**config.mk**
```make
export PLATFORM = sky130hd
export DESIGN_NAME = shift_reg_fifo_pl
export DESIGN_NICKNAME = d
export VERILOG_FILES = /design/src/rtl/srfifo_pkg.sv /design/src/rtl/srfifo_ctrl.sv /design/src/rtl/shift_reg_fifo_pl.sv
export SDC_FILE = /design/constraint.sdc
export NUM_CORES = 1
export LEC_CHECK = 0
export ABC_AREA = 1
export BUFFER_PORTS_ARGS = -buffer_cell sky130_fd_sc_hd__buf_2
export CELL_PAD_IN_SITES_DETAIL_PLACEMENT = 0
export CELL_PAD_IN_SITES_GLOBAL_PLACEMENT = 1
export CORE_MARGIN = 1.5
export CORE_UTILIZATION = 42
export CTS_CLUSTER_SIZE = 30
export DETAILED_ROUTE_END_ITERATION = 8
export PLACE_DENSITY_LB_ADDON = 0.1
export SYNTH_ARGS = -nofsm -noshare
export SYNTH_HDL_FRONTEND = slang
export SYNTH_SLANG_ARGS = --single-unit
```
**constraint.sdc**
```tcl
create_clock -name clk -period 2.3 [get_ports clk]
set_input_delay 0 -clock clk [delete_from_list [all_inputs] [get_ports clk]]
set_output_delay 0 -clock clk [all_outputs]
set_load 0.02 [all_outputs]
```
**src/rtl/srfifo_pkg.sv**
```systemverilog
// Shared definitions for the shift-register FIFO: counter width helper and
// the {push_ena, pop_ena} operation encoding.
package srfifo_pkg;

  localparam logic [1:0] OP_IDLE = 2'b00;
  localparam logic [1:0] OP_POP  = 2'b01;
  localparam logic [1:0] OP_PUSH = 2'b10;
  localparam logic [1:0] OP_BOTH = 2'b11;

  // Occupancy ranges 0..depth inclusive, hence depth+1 states.
  function automatic int cnt_w(input int depth);
    return $clog2(depth + 1);
  endfunction

endpackage

```
**src/rtl/srfifo_ctrl.sv**
```systemverilog
// Occupancy counter, request enables, level flags and (with SRFIFO_ERR_FLAGS_EN)
// sticky overflow/underflow flags for the shift-register FIFO.
module srfifo_ctrl
  import srfifo_pkg::*;
#(
  parameter int DEPTH     = 8,
  parameter int AF_THRESH = DEPTH - 1,
  parameter int AE_THRESH = 1,
  localparam int CNT_W    = cnt_w(DEPTH)
) (
  input  logic             clk,
  input  logic             rstn,
  input  logic             push,
  input  logic             pop,
  output logic             push_ena,
  output logic             pop_ena,
  output logic [CNT_W-1:0] count,
  output logic             full,
  output logic             empty,
  output logic             almost_full,
  output logic             almost_empty
`ifdef SRFIFO_ERR_FLAGS_EN
  ,
  input  logic             err_clr,
  output logic             overflow,
  output logic             underflow
`endif
);

  logic [CNT_W-1:0] count_nxt;

  assign empty        = (count == '0);
  assign full         = (count == CNT_W'(DEPTH));
  assign almost_full  = (count >= CNT_W'(AF_THRESH));
  assign almost_empty = (count <= CNT_W'(AE_THRESH));

  // A pop frees a slot in the same cycle, so push at full is legal alongside it.
  assign pop_ena  = pop & ~empty;
  assign push_ena = push & (~full | pop_ena);

  // NOTE: every output of a combinational block gets a default first, so no path leaves it unassigned and no latch is inferred.
  always_comb begin
    count_nxt = count;
    case ({push_ena, pop_ena})
      OP_PUSH: count_nxt = count + CNT_W'(1);
      OP_POP:  count_nxt = count - CNT_W'(1);
      default: count_nxt = count;
    endcase
  end

  // NOTE: sequential state uses non-blocking assignments so all registers update from pre-edge values.
  always_ff @(posedge clk or negedge rstn) begin
    if (!rstn) count <= '0;
    else       count <= count_nxt;
  end

`ifdef SRFIFO_ERR_FLAGS_EN
  // A new error in the same cycle as err_clr keeps the flag set.
  always_ff @(posedge clk or negedge rstn) begin
    if (!rstn) begin
      overflow  <= 1'b0;
      underflow <= 1'b0;
    end else begin
      if (push & full & ~pop_ena) overflow <= 1'b1;
      else if (err_clr)           overflow <= 1'b0;
      if (pop & empty)            underflow <= 1'b1;
      else if (err_clr)           underflow <= 1'b0;
    end
  end
`endif

endmodule

```
**src/rtl/shift_reg_fifo_pl.sv**
```systemverilog
// Parametrised shift-register FIFO: mem[0] holds the newest entry, the oldest
// sits at mem[count-1]. Optional error flags: define SRFIFO_ERR_FLAGS_EN.
module shift_reg_fifo_pl
  import srfifo_pkg::*;
#(
  parameter int DEPTH     = 8,
  parameter int DATA_W    = 32,
  parameter int AF_THRESH = DEPTH - 1,
  parameter int AE_THRESH = 1,
  localparam int CNT_W    = cnt_w(DEPTH)
) (
  input  logic              clk,
  input  logic              rstn,
  input  logic              push,
  input  logic [DATA_W-1:0] push_data,
  input  logic              pop,
  output logic [DATA_W-1:0] pop_data,
  output logic              pop_valid,
  output logic [CNT_W-1:0]  count,
  output logic              full,
  output logic              empty,
  output logic              almost_full,
  output logic              almost_empty
`ifdef SRFIFO_ERR_FLAGS_EN
  ,
  input  logic              err_clr,
  output logic              overflow,
  output logic              underflow
`endif
);

  localparam int IDX_W = $clog2(DEPTH);

  logic              push_ena;
  logic              pop_ena;
  logic [DATA_W-1:0] mem [DEPTH];
  logic [IDX_W-1:0]  rd_idx;

  srfifo_ctrl #(
    .DEPTH     (DEPTH),
    .AF_THRESH (AF_THRESH),
    .AE_THRESH (AE_THRESH)
  ) u_ctrl (
    .clk          (clk),
    .rstn         (rstn),
    .push         (push),
    .pop          (pop),
    .push_ena     (push_ena),
    .pop_ena      (pop_ena),
    .count        (count),
    .full         (full),
    .empty        (empty),
    .almost_full  (almost_full),
    .almost_empty (almost_empty)
`ifdef SRFIFO_ERR_FLAGS_EN
    ,
    .err_clr      (err_clr),
    .overflow     (overflow),
    .underflow    (underflow)
`endif
  );

  // count-1 is only meaningful when non-empty; the empty case reads a don't-care slot.
  assign rd_idx = (count != '0) ? IDX_W'(count - CNT_W'(1)) : '0;

  // NOTE: the storage is reset explicitly because reset must leave every entry at zero, which rules out a RAM macro here.
  always_ff @(posedge clk or negedge rstn) begin
    if (!rstn) begin
      for (int i = 0; i < DEPTH; i++) mem[i] <= '0;
    end else if (push_ena) begin
      for (int i = DEPTH - 1; i > 0; i--) mem[i] <= mem[i-1];
      mem[0] <= push_data;
    end
  end

  // Read uses pre-shift contents, so a simultaneous push never disturbs the pop.
  always_ff @(posedge clk or negedge rstn) begin
    if (!rstn) begin
      pop_data  <= '0;
      pop_valid <= 1'b0;
    end else begin
      pop_valid <= pop_ena;
      if (pop_ena) pop_data <= mem[rd_idx];
    end
  end

endmodule
```
==> impl_metrics.toml <==
[run_status]
status = "finished clean"

[route]
drtAntennaViolNets = 0
post_drt_wl_per_cell_um = 15.2
via_per_inst = 4.84
first_iter_violations = 762
route.detailed.drc = 0
drtPass1Iterations = 5
vias = 11200
postRouteWirelength_um = 35100

[pwr]
p_int_mw = 14.0
p_sw_mw = 9.85
swShare = 0.414
power_frac_seq = 0.329
power.density_mw_per_mm2 = 1440
combPwrFrac = 0.431
power_mw = 23.8
p_leak_nw = 8.19
pwr-share-clk = 0.240
vdd_drop_max_mv = 0.923

[clocking]
cts_tree = "built"
htreeDepth = 2
cts_setup_buffers = 0
ctsResizeCount = 0
cts.sinks = 293
clkTransAtPathRegs_ns = 0.06
cts_made_buffers = 35
insertion_delay_ns = 0.52
cts_buffer_depth = 3
cts_hold_buf = 35
cts_root_buf = "clkbuf_16"

[sta]
post-route-period-util = 0.872
hold_violations = 0
max_freq_mhz = 498
tightest_slew_ns = 0.691
hold_slack_ns = 0.0188
rsz0062_at_grt = "false"
period_minus_slack_ns = 2.01
setup_viol = 0
maxSlewHeadroom = 0.540
clock_skew_ns = 0.0157
drv_slew = 0

[logic_synthesis]
synth_compound_area_frac = 0.109
synthXorXnorAreaFrac = 0.00185
synth_top_family_by_area = "simple AND/OR/NAND/NOR gates"
avgSynthCellArea_um2 = 8.02
ys.warnings.count = 0
yosysSeqAreaShare = 0.516
synth_adder_area_share = 0.00352
syn-cell-area_mm2 = 0.0142
syn_inst = 1772
syn_nets = 1812
ys_types = 24
synth-simple-area-share = 0.261
synth_mux_area_frac = 0
ys_ff_latch = 293

[global_routing]
grt_overflow = 0
grt_pass1_wl_um = 58700
groute.usage.overall = 0.207
antenna_found_initial = 0
grt_max_degree = 146
grt_pass1_vias = 10500

[critical_path]
crit_fanout = 32
required_ns = 2.71
crit_chain = "inv_1 > ha_4 > or2_1 > nand2_4 > buf_12 > nor2_1 > nand2_1 > nand3_1 > nand3_1 > nand2_1"
worst_setup_path_end_kind = "flop"
crit_family = "simple AND/OR/NAND/NOR gates"
critPathLaunchType = "flop"
path_buf_inv = 2
worstPathArrival_ns = 2.41
slowest_delay_ns = 0.41
critPathSlowestCell = "dfrtp_1"
crit_type = "reg2reg"

[floorplanning]
die_x_um = 187
rows = 67
ios = 77
start_util = 0.425
core_mm2 = 0.0334
die_area_mm2 = 0.0350
die_y_um = 187

[placed_design]
dp.final_hpwl_um = 20600
gp_congestion = 0.758
placed_area_mm2 = 0.0150
port_buffers = 76

[cells_and_area]
design_area_mm2 = 0.0165
drive_above_1_share = 0.134
n_antenna_cell = 0
fin_nets = 1872
syn_to_final_growth_pct = 16.1

[flow_run]
maxCapViolations = 0

[min_path]
hp-class = "in2async"
cell usage in the layout, fill, tap and decap left out:
cell	count
nand2_1	359
dfrtp_1	292
nand3_1	289
nor2_1	224
inv_1	198
o21ai_0	162
buf_2	75
a21oi_2	63
clkbuf_16	35
dlygate4sd3_1	35
a21oi_1	34
buf_12	20
buf_4	15
clkbuf_8	10
clkinv_2	7
clkbuf_1	5
inv_2	4
bufinv_16	4
nand2_4	3
nand2_2	3
nor2_4	2
inv_6	2
xnor2_1	2
o22ai_1	2
ha_4	2
ha_1	2
nand2_8	1
nor2_2	1
or2_1	1
or2_0	1
a22oi_1	1
xor2_1	1
buf_8	1
dfrtp_2	1
power groups by stage:
stage	Sequential (mW)	Combinational (mW)	Clock, mW
after detailed placement	7.92	10.3	0
after CTS	7.85	10.4	5.89
after floorplan	8.03	7.15	0
after global routing	8.05	11.7	6.12
after global placement	7.89	10.2	0
final	7.83	10.3	5.72
layout make-up:
class	instances	area [um2]
Clock buffer	50	1030
Clock inverter	12	164
Fill cell	3321	16900
Sequential cell	293	7330
Tap cell	448	561
Timing Repair Buffer	146	1250
Inverter	203	767
Multi-Input combinational cell	1153	5400
Yosys cell counts (all sizes together):
cell	number	area (um2)
nand2	366	1400
xor2	1	8.76
nand3	289	1450
dfrtp	293	7330
xnor2	2	17.5
clkbuf	24	90.1
o21ai	162	811
nor2	227	860
inv	203	762
a21oi	97	722
buf	99	689
o22ai	2	12.5
ha	4	50.1
a22oi	1	7.51
or2	2	12.5
worst paths after layout:
kind                                  from            to  slack, ns  depth (start not counted)
max                        u_ctrl.count[1]  pop_data[25]       0.29                         10
min                                   rstn       mem[70]       0.02                          2
max reg2reg                u_ctrl.count[1]  pop_data[25]       0.29                         10
min reg2reg                       mem[112]      mem[112]       0.48                          2
max in group asynchronous             rstn      mem[239]       1.49                          3
min in group clk             push_data[17]      mem[241]       0.26                          4
flip-flops by register name, indices dropped and copies added (netlist names):
name          flops
u_ctrl.count      4
pop_valid         1
mem             256
pop_data         32
per-stage QoR:
step / std cells / TNS (ns) / util / setup WS, ns
after global placement: 2208 / 0 / 0.447 / 0.322
after CTS: 2305 / 0 / 0.494 / 0.271
after detailed placement: 2208 / 0 / 0.447 / 0.294
final: 2305 / 0 / 0.494 / 0.293
after global routing: 2305 / 0 / 0.494 / 0.0962
after floorplan: 1772 / -0.135 / - / -0.126
cells by family after synthesis:
| logic type | count (synthesis) |
|---|---|
| AOI/OAI and AO/OA | 262 |
| xor gates and xnor gates | 3 |
| adders and majority gates | 4 |
| buffers and inverters | 326 |
| DFF | 293 |
| and+or+nand+nor | 884 |
routing by layer:
| metal | track usage | vias to the layer above | wire, um |
|---|---|---|---|
| met4 | 0.0450 | 0 | 604 |
| met5 | 0 | - | 0 |
| li1 | - | 5735 | - |
| met2 | 0.305 | 176 | 14600 |
| met3 | 0.0311 | 44 | 1490 |
| met1 | 0.322 | 5211 | 18400 |
No activity file was read; power rests on OpenSTA's default activity.
